### config.mk
export PLATFORM = sky130hd
export DESIGN_NAME = jogo_unidade_controle_flat
export DESIGN_NICKNAME = d
export VERILOG_FILES = /design/src/rtl/jogo_unidade_controle_if.sv /design/src/rtl/jogo_unidade_controle.sv /design/src/flat_wrapper.sv
export SDC_FILE = /design/constraint.sdc
export NUM_CORES = 1
export LEC_CHECK = 0
export ABC_AREA = 1
export BUFFER_PORTS_ARGS = -buffer_cell sky130_fd_sc_hd__buf_2
export CAP_MARGIN = 15
export CORE_MARGIN = 2
export CORE_UTILIZATION = 24
export CTS_BUF_LIST = sky130_fd_sc_hd__clkbuf_4
export DETAILED_ROUTE_END_ITERATION = 8
export PLACE_DENSITY_LB_ADDON = 0.08
export SLEW_MARGIN = 20
export SYNTH_ARGS = -nofsm -noshare
export SYNTH_HDL_FRONTEND = slang
export SYNTH_SLANG_ARGS = --single-unit
### constraint.sdc
create_clock -name clock -period 1.07 [get_ports clock]
set_input_delay 0.214 -clock clock [delete_from_list [all_inputs] [get_ports clock]]
set_output_delay 0.214 -clock clock [all_outputs]
set_load 0.005 [all_outputs]
### src/rtl/jogo_unidade_controle_if.sv
// Signal bundle between the memory-game control unit and its datapath.
// The slave modport is the control unit; the master modport is the datapath side.
interface jogo_unidade_controle_if;
    logic       iniciar;
    logic       jogada_feita;
    logic       igual;
    logic       enderecoIgualSequencia;
    logic       fimE;
    logic       controle_timeout;
    logic       zeraE;
    logic       contaE;
    logic       zeraS;
    logic       contaS;
    logic       zeraR;
    logic       registraR;
    logic       zeraT;
    logic       contaT;
    logic       pronto;
    logic       ganhou;
    logic       perdeu;
    logic       timeout;
    logic [4:0] db_estado;

    modport master (
        output iniciar, jogada_feita, igual, enderecoIgualSequencia, fimE, controle_timeout,
        input  zeraE, contaE, zeraS, contaS, zeraR, registraR, zeraT, contaT,
        input  pronto, ganhou, perdeu, timeout, db_estado
    );

    modport slave (
        input  iniciar, jogada_feita, igual, enderecoIgualSequencia, fimE, controle_timeout,
        output zeraE, contaE, zeraS, contaS, zeraR, registraR, zeraT, contaT,
        output pronto, ganhou, perdeu, timeout, db_estado
    );
endinterface

### src/rtl/jogo_unidade_controle.sv
// Moore control FSM for the memory game: sequences rounds, compares moves and
// reports win/loss/timeout. State codes are fixed for the 7-segment debug display.
module jogo_unidade_controle (
    input logic                    clock,
    input logic                    reset,
    jogo_unidade_controle_if.slave bus
);

    localparam logic [4:0] INICIAL           = 5'h00;
    localparam logic [4:0] PREPARACAO        = 5'h01;
    localparam logic [4:0] INICIA_SEQUENCIA  = 5'h02;
    localparam logic [4:0] ESPERA_JOGADA     = 5'h03;
    localparam logic [4:0] REGISTRA          = 5'h04;
    localparam logic [4:0] COMPARACAO        = 5'h05;
    localparam logic [4:0] PROXIMA_JOGADA    = 5'h06;
    localparam logic [4:0] PROXIMA_SEQUENCIA = 5'h07;
    localparam logic [4:0] FIM_ACERTOU       = 5'h0A;
    localparam logic [4:0] FIM_ERROU         = 5'h0E;
    localparam logic [4:0] FIM_TIMEOUT       = 5'h0F;

    logic [4:0] r_estado;
    logic [4:0] w_estado_prox;

    always_ff @(posedge clock) begin
        if (reset) begin
            r_estado <= INICIAL;
        end else begin
            r_estado <= w_estado_prox;
        end
    end

    always_comb begin
        w_estado_prox = INICIAL;
        case (r_estado)
            INICIAL:           w_estado_prox = bus.iniciar ? PREPARACAO : INICIAL;
            PREPARACAO:        w_estado_prox = INICIA_SEQUENCIA;
            INICIA_SEQUENCIA:  w_estado_prox = ESPERA_JOGADA;
            // A move in the same cycle as the timeout still counts as a move.
            ESPERA_JOGADA: begin
                if (bus.jogada_feita) begin
                    w_estado_prox = REGISTRA;
                end else if (bus.controle_timeout) begin
                    w_estado_prox = FIM_TIMEOUT;
                end else begin
                    w_estado_prox = ESPERA_JOGADA;
                end
            end
            REGISTRA:          w_estado_prox = COMPARACAO;
            COMPARACAO: begin
                if (!bus.igual) begin
                    w_estado_prox = FIM_ERROU;
                end else if (!bus.enderecoIgualSequencia) begin
                    w_estado_prox = PROXIMA_JOGADA;
                end else if (bus.fimE) begin
                    w_estado_prox = FIM_ACERTOU;
                end else begin
                    w_estado_prox = PROXIMA_SEQUENCIA;
                end
            end
            PROXIMA_JOGADA:    w_estado_prox = ESPERA_JOGADA;
            PROXIMA_SEQUENCIA: w_estado_prox = INICIA_SEQUENCIA;
            FIM_ACERTOU:       w_estado_prox = bus.iniciar ? PREPARACAO : FIM_ACERTOU;
            FIM_ERROU:         w_estado_prox = bus.iniciar ? PREPARACAO : FIM_ERROU;
            FIM_TIMEOUT:       w_estado_prox = bus.iniciar ? PREPARACAO : FIM_TIMEOUT;
            default:           w_estado_prox = INICIAL;
        endcase
    end

    always_comb begin
        bus.zeraE     = 1'b0;
        bus.contaE    = 1'b0;
        bus.zeraS     = 1'b0;
        bus.contaS    = 1'b0;
        bus.zeraR     = 1'b0;
        bus.registraR = 1'b0;
        bus.zeraT     = 1'b0;
        bus.contaT    = 1'b0;
        bus.pronto    = 1'b0;
        bus.ganhou    = 1'b0;
        bus.perdeu    = 1'b0;
        bus.timeout   = 1'b0;
        case (r_estado)
            INICIAL, PREPARACAO: begin
                bus.zeraE = 1'b1;
                bus.zeraS = 1'b1;
                bus.zeraR = 1'b1;
                bus.zeraT = 1'b1;
            end
            INICIA_SEQUENCIA: begin
                bus.zeraE = 1'b1;
                bus.zeraT = 1'b1;
            end
            ESPERA_JOGADA:     bus.contaT    = 1'b1;
            REGISTRA:          bus.registraR = 1'b1;
            // Clearing the timer on each accepted move gives a per-move time budget.
            PROXIMA_JOGADA: begin
                bus.contaE = 1'b1;
                bus.zeraT  = 1'b1;
            end
            PROXIMA_SEQUENCIA: begin
                bus.contaS = 1'b1;
                bus.zeraT  = 1'b1;
            end
            FIM_ACERTOU: begin
                bus.pronto = 1'b1;
                bus.ganhou = 1'b1;
            end
            FIM_ERROU: begin
                bus.pronto = 1'b1;
                bus.perdeu = 1'b1;
            end
            FIM_TIMEOUT: begin
                bus.pronto  = 1'b1;
                bus.timeout = 1'b1;
            end
            default: ;
        endcase
    end

    assign bus.db_estado = r_estado;

endmodule

### src/flat_wrapper.sv
// flat-port wrapper written by rule: the top's interface ports become plain ports
module jogo_unidade_controle_flat 
  (clock, reset, bus_iniciar, bus_jogada_feita, bus_igual, bus_enderecoIgualSequencia, bus_fimE, bus_controle_timeout, bus_zeraE, bus_contaE, bus_zeraS, bus_contaS, bus_zeraR, bus_registraR, bus_zeraT, bus_contaT, bus_pronto, bus_ganhou, bus_perdeu, bus_timeout, bus_db_estado);
  jogo_unidade_controle_if bus_i ();
  input logic clock;
  input logic reset;
  input wire logic [$bits(bus_i.iniciar)-1:0] bus_iniciar;
  input wire logic [$bits(bus_i.jogada_feita)-1:0] bus_jogada_feita;
  input wire logic [$bits(bus_i.igual)-1:0] bus_igual;
  input wire logic [$bits(bus_i.enderecoIgualSequencia)-1:0] bus_enderecoIgualSequencia;
  input wire logic [$bits(bus_i.fimE)-1:0] bus_fimE;
  input wire logic [$bits(bus_i.controle_timeout)-1:0] bus_controle_timeout;
  output wire logic [$bits(bus_i.zeraE)-1:0] bus_zeraE;
  output wire logic [$bits(bus_i.contaE)-1:0] bus_contaE;
  output wire logic [$bits(bus_i.zeraS)-1:0] bus_zeraS;
  output wire logic [$bits(bus_i.contaS)-1:0] bus_contaS;
  output wire logic [$bits(bus_i.zeraR)-1:0] bus_zeraR;
  output wire logic [$bits(bus_i.registraR)-1:0] bus_registraR;
  output wire logic [$bits(bus_i.zeraT)-1:0] bus_zeraT;
  output wire logic [$bits(bus_i.contaT)-1:0] bus_contaT;
  output wire logic [$bits(bus_i.pronto)-1:0] bus_pronto;
  output wire logic [$bits(bus_i.ganhou)-1:0] bus_ganhou;
  output wire logic [$bits(bus_i.perdeu)-1:0] bus_perdeu;
  output wire logic [$bits(bus_i.timeout)-1:0] bus_timeout;
  output wire logic [$bits(bus_i.db_estado)-1:0] bus_db_estado;
  assign bus_i.iniciar = bus_iniciar;
  assign bus_i.jogada_feita = bus_jogada_feita;
  assign bus_i.igual = bus_igual;
  assign bus_i.enderecoIgualSequencia = bus_enderecoIgualSequencia;
  assign bus_i.fimE = bus_fimE;
  assign bus_i.controle_timeout = bus_controle_timeout;
  assign bus_zeraE = bus_i.zeraE;
  assign bus_contaE = bus_i.contaE;
  assign bus_zeraS = bus_i.zeraS;
  assign bus_contaS = bus_i.contaS;
  assign bus_zeraR = bus_i.zeraR;
  assign bus_registraR = bus_i.registraR;
  assign bus_zeraT = bus_i.zeraT;
  assign bus_contaT = bus_i.contaT;
  assign bus_pronto = bus_i.pronto;
  assign bus_ganhou = bus_i.ganhou;
  assign bus_perdeu = bus_i.perdeu;
  assign bus_timeout = bus_i.timeout;
  assign bus_db_estado = bus_i.db_estado;
  jogo_unidade_controle u_core (.clock(clock), .reset(reset), .bus(bus_i));
endmodule
# Word-level counts from Yosys, hierarchy flattened
# Index checks and enable logic that the tools add are counted.
# word_totals
reg_bits	5
output_inout_bits	17
word_cells	39
# classes
eq_ne	10
mux	21
n_reduce_logical	7
# ops
cell	n
$pmux W5 S9	1
$eq A5 B3 Y1 const B	4
$mux W4	5
$eq A5 B4 Y1 const B	3
$mux W5	3
$mux W1	12
$eq A5 B2 Y1 const B	2
$reduce_or A2 Y1	3
$reduce_or A3 Y1	2
$eq A5 B1 Y1 const B	1
$logic_not A5 Y1	1
$reduce_or A5 Y1	1

# Logic depth before layout (Yosys ltp)
# Gate-level depths: netlist (run 1).
# logic_depth
word_depth	4
mapped_depth	7
ltp_nobuf	7

# Least setup slack after synthesis (run 1)
# Ideal clock, no wire load.
# synth_timing
kind	register to output
start	reg u_core.r_estado[1], in the netlist u_core.bus.db_estado[1]
end	out bus_ganhou
arrival_ns	0.820
required_time_ns	0.856
setup_slack_ns	0.036
stages_incl_launch_ff	5
path_cell_list	dfxtp_1 > inv_2 > nor2_1 > inv_1 > nor3_1
# synth_between
elab_chain_len	2
# synth_rtl
item	line_no	rtl
start, declared	jogo_unidade_controle.sv:21	logic [4:0] r_estado;
start signal, assigned	jogo_unidade_controle.sv:28	r_estado <= w_estado_prox;
$eq A5 B4 Y1	jogo_unidade_controle.sv:82	case (r_estado)
$mux W1	jogo_unidade_controle.sv:82	
end, declared	flat_wrapper.sv:22	output wire logic [$bits(bus_i.ganhou)-1:0] bus_ganhou;
# No other way between the ends.

# Worst setup path in the final report (run 1)
# layout_timing
start	reg u_core.r_estado[3], in the netlist u_core.bus.db_estado[3]
end	out bus_contaT
# layout_between
elab_chain_len	2
# layout_rtl
item	line_no	rtl
$eq A5 B2 Y1	jogo_unidade_controle.sv:82	
$mux W1	jogo_unidade_controle.sv:82	
end, declared	flat_wrapper.sv:20	output wire logic [$bits(bus_i.contaT)-1:0] bus_contaT;
# No other way between the ends.

==> run metrics, run 1 <==
Die X=44.4 µm; row cnt=14; Syn Inst Count=74; num ports=25; vias in the first global route=465; Worst setup EP type=output port; status=complete, but fails checks; WHS=146 ps; core area=0.00152 mm²; final period demand of the worst path=1280 ps; CP arrival=1060 ps; violated checks=setup timing; Total Routing Usage GR=0.130; number of max-cap violations=0; crit path launch type=register; fmax=783 MHz; final net count=115; total congestion overflow=0; Util after Layout=0.491; Die Y=44.4 µm; Clock transition at path regs=40 ps; area share of the leading cell type in the synthesized netlist=0.204; CTS tree=done; critical path fanouts, max=5; dpl cells=115; Final Non-Filler Cells=121; Initial Util=0.257; P_leak=0.438 nW; final setup margin=-208 ps; commonest non-fill, non-tap cell in the layout=buf_2; Routed WL=1210 µm; Avg WL per Cell=9.96 µm; layout cells sized above 1=0.600; CP delay by family, top=flip-flops; Clock Skews=7.00 ps; setup violators final=14; WP buf/inv=2; DRC Markers=0; Mapped Area=392 µm²; # clock sinks=4; peak supply drop=0.000533 V; CTS Buffer Depth=2; # fillers=170; post-route ant nets=0; Initial DRC Count=1; period utilisation layout=1.19; Port Buffers=23; H-tree depth=1; area of the multi-input gates=313 µm²; Crit path largest cell delay=370 ps; commonest non-fill, non-tap cells in the layout=buf_2 (18), nand2_1 (15), inv_1 (11), buf_6 (11); P per Cell Area=1040 mW/mm²; Seq/Total Area, Yosys=0.204; Yosys top cell by area=dfxtp_1; Die Area=0.00197 mm²; Slowest cell on crit path=dfxtp_4; ant diodes=0; synth warn=0; via count=521; first-pass GRT wire length=1860 µm; Pre-Repair DR Iteration Count=2; unrepaired setup endpoints after global routing=yes; number of flip-flops in the largest register=4; top cells by area, synth=dfxtp_1 (20%), inv_1 (16%), nand2_1 (16%); worst-path cell chain=buf_6, nor3_4, buf_2; CP Data Required Time=860 ps; final HPWL from detailed placement=902 µm; initial antenna violation count=0; area grow syn2layout=91.1%; Final Hold Vio Count=0; Unique masters post-synth=17; register area=95.1 µm²; Yosys reg bits=4; syn_nets=82; CTS Buf Count=3; Setup Crit Path Kind=register to output port; Final GP Congestion=0.732; clock latency on the worst-skew pair=240 ps; Root Buffer=clkbuf_4; synthesized area per cell=5.29 µm²; vias per cell=4.31; Tot Pwr=779 µW; Slew Viols, Final=0; Hold WC Path Type=input pin to register; largest net degree at the start of global routing=8
## logic make-up (layout without fill, tap and decap cells)
family	Yosys count	in the layout	synth area share
compound gates	7	7	0.0990
other cells	1	1	0.00958
flops	4	4	0.204
buf+inv	21	52	0.220
simple gates	41	41	0.466
## synthesized netlist by cell type, drive strengths merged
cell type / count
dfxtp: 4
conb: 1
nand2: 19
a21oi: 2
nor2: 11
inv: 19
nand3b: 1
buf: 2
nor3: 3
nand3: 7
o21ai: 5
## report_power, final
group,internal [mW],switching [mW]
clock,0.125,0.0622
sequential,0.171,0.0426
combinational,0.189,0.188
total,0.486,0.293
## worst reg2reg max path, stage by stage (launching register included)
cell     delay (ps)
dfxtp_4         370
inv_4            90
nand2_2         110
nor2_4          140
nand2_1          50
nand2_1          60
nor2_1           40
a21oi_1         130
## path summary, 6_finish.rpt
path                                 from                      end  slack (ps)  depth (start not counted)
setup / recovery  u_core.bus.db_estado[3]               bus_contaT        -210                          3
hold / removal                      reset  u_core.bus.db_estado[0]         150                          2
setup reg to reg  u_core.bus.db_estado[3]  u_core.bus.db_estado[0]           0                          7
hold reg to reg   u_core.bus.db_estado[3]  u_core.bus.db_estado[3]         680                          4
## stage by stage
stage / TNS (ps) / setup WS [ps] / instance area, µm²
6_report: -1960 / -208 / 748
5_1_grt: -3110 / -280 / 748
4_1_cts: -1870 / -196 / 683
3_5_place_dp: -208 / -88.7 / 542
3_3_place_gp: -337 / -101 / 542
2_1_floorplan: 0 / 36.5 / 392
## per-layer routing
layer / track usage / vias to the layer above / part of all wire
li1: - / 281 / -
met1: 0.133 / 224 / 0.37
met2: 0.244 / 16 / 0.58
met3: 0.0490 / 0 / 0.046
met4: 0.0364 / 0 / 0
met5: 0 / - / 0
## timing repair
action / 4_1_cts / 5_1_grt
hold buffers: 0 / 0
pin swaps: 7 / 10
cloned: 0 / 0
setup buffers: 4 / 1
resized for setup: 32 / 16
endpoints found under the setup margin: 18 / 18
## layout make-up
type                       count  share of cell area
timing repair buffer          30               0.296
tap                           16              0.0268
inverter                      19               0.102
sequential                     4               0.127
clock buffer                   3              0.0301
multi-input combinational     49               0.418
Note: power is estimated with default switching activity, not from simulation.
==> run 2: changes to the inputs <==
Settings changed: CORE_ASPECT_RATIO set to 0.9.
==> run metrics, run 2 (synthesis results as in run 1) <==
status=complete, but fails checks; violated checks=setup timing; clock latency on the worst-skew pair=230 ps (about the same); unrepaired setup endpoints after global routing=yes; Comb power frac=0.461 (-0.024); DRC Markers=0 (unchanged); Total Routing Usage GR=0.134 (+0.00403); ant diodes=0 (unchanged); P per Cell Area=1040 mW/mm² (-0.34%); Util after Layout=0.484 (-0.00745); total congestion overflow=0 (unchanged); P_leak=0.437 nW (-0.39%); CTS tree=done; Initial DRC Count=5 (+4); setup violators final=16 (+2); final period demand of the worst path=1280 ps (+0.643 ps); Hold WC Path Type=input pin to register; Hold-fix buffers, CTS=0 (unchanged); part of the power in registers=0.290 (+0.016); Initial Util=0.265 (+0.00760); Final Hold Vio Count=0 (unchanged); number of flip-flops in the largest register=4 (unchanged); Post-Place Setup Slack=-102 ps (-13.7 ps); commonest non-fill, non-tap cell in the layout=buf_2; Die Area=0.00197 mm² (about the same); dpl cells=123 (+7.0%); Clock transition at path regs=40 ps (about the same); CP Data Required Time=860 ps (about the same); min-delay src=reset; Avg WL per Cell=9.45 µm (-5.1%); Psw=276 µW (-5.8%); Root Buffer=clkbuf_4; # clock sinks=4 (unchanged); Setup Crit Path Kind=register to output port; first-pass GRT wire length=1900 µm (+2.2%); H-tree depth=1 (unchanged); post-route cell area=716 µm² (-4.3%); area grow syn2layout=82.7%; via count=568 (+9.0%); final HPWL from detailed placement=917 µm (+1.7%); Final GP Congestion=0.764 (+4.3%); number of max-cap violations=0 (unchanged); final setup margin=-208 ps (-0.643 ps); final net count=119 (+3.5%); Slew Viols, Final=0 (unchanged); WHS=137 ps (-8.98 ps); fmax=782 MHz (about the same); Post-Place Cell Area=564 µm² (+4.2%); Pre-Repair DR Iteration Count=3 (+1); critical path fanouts, max=7 (+2); vias per cell=4.34 (+0.70%); post-route ant nets=0 (unchanged); period utilisation layout=1.19 (about the same); Int Power=467 µW (-4.0%); Tot Pwr=742 µW (-4.7%); peak supply drop=0.000539 V (+1.0%); worst setup path start=u_core.bus.db_estado[2]; layout cells sized above 1=0.560 (-0.0404); crit path launch type=register; Port Buffers=23 (unchanged); Clock Skews=2.41 ps (-4.59 ps); Worst setup EP type=output port; largest net degree at the start of global routing=8 (unchanged); vias in the first global route=459 (-1.3%); CTS Buf Count=3 (unchanged); Total Negative Setup Slacks=-2060 ps (-93.4 ps); core area=0.00148 mm² (-2.9%); row cnt=13 (-1); Die X=46.6 µm (+4.9%); Routed WL=1240 µm (+2.7%); Sw Ratio=0.371 (-0.00450); CTS Buffer Depth=2 (unchanged); Die Y=42.3 µm (-4.7%); initial antenna violation count=0 (unchanged); worst r2r src=u_core.bus.db_estado[2]; Final Non-Filler Cells=131 (+8.3%); clock power share=0.249 (+0.008); commonest non-fill, non-tap cells in the layout=buf_2 (22), nand2_1 (14), inv_1 (13); num ports=25 (unchanged); CP arrival=1060 ps (about the same)
run 2: per-layer routing:
metal  vias to the layer above  GRT usage  part of all wire
met5                         -          0                 0
met4                         0     0.0171                 0
met3                         0     0.0517             0.063
met2                        19      0.225              0.53
met1                       257      0.162              0.41
li1                        292          -                 -
run 2: power groups by stage:
stage          Combinational [mW]  Clock, mW  Sequential [mW]
3_3_place_gp                0.267          0            0.197
5_1_grt                     0.383      0.208            0.218
4_1_cts                     0.305      0.194            0.207
2_1_floorplan               0.153          0            0.196
3_5_place_dp                0.263          0            0.198
6_report                    0.342      0.185            0.215
run 2: worst max-delay path: stages, from the launching register on:
cell and delay, ps:
dfxtp_4 360, buf_4 140, nor3_4 190, buf_2 140
run 2: area by class of cell:
cell class / instances / area, µm²
Clock buffer: 3 / 22.5
Fill cell: 157 / 764
Inverter: 19 / 78.8
Multi-Input combinational cell: 49 / 280
Sequential cell: 4 / 95.1
Tap cell: 22 / 27.5
Timing Repair Buffer: 34 / 211
run 2: repair_timing:
item,4_1_cts,5_1_grt
buffers inserted,2,3
setup endpoints to repair,17,16
gates resized for setup,16,18
pin swaps,3,7
run 2: final timing paths:
kind / slack, ps / to / cells after the start
max reg2reg: -50 / u_core.bus.db_estado[2] / 7
min reg2reg: 680 / u_core.bus.db_estado[0] / 4
min: 140 / u_core.bus.db_estado[0] / 2
max: -210 / bus_contaT / 3
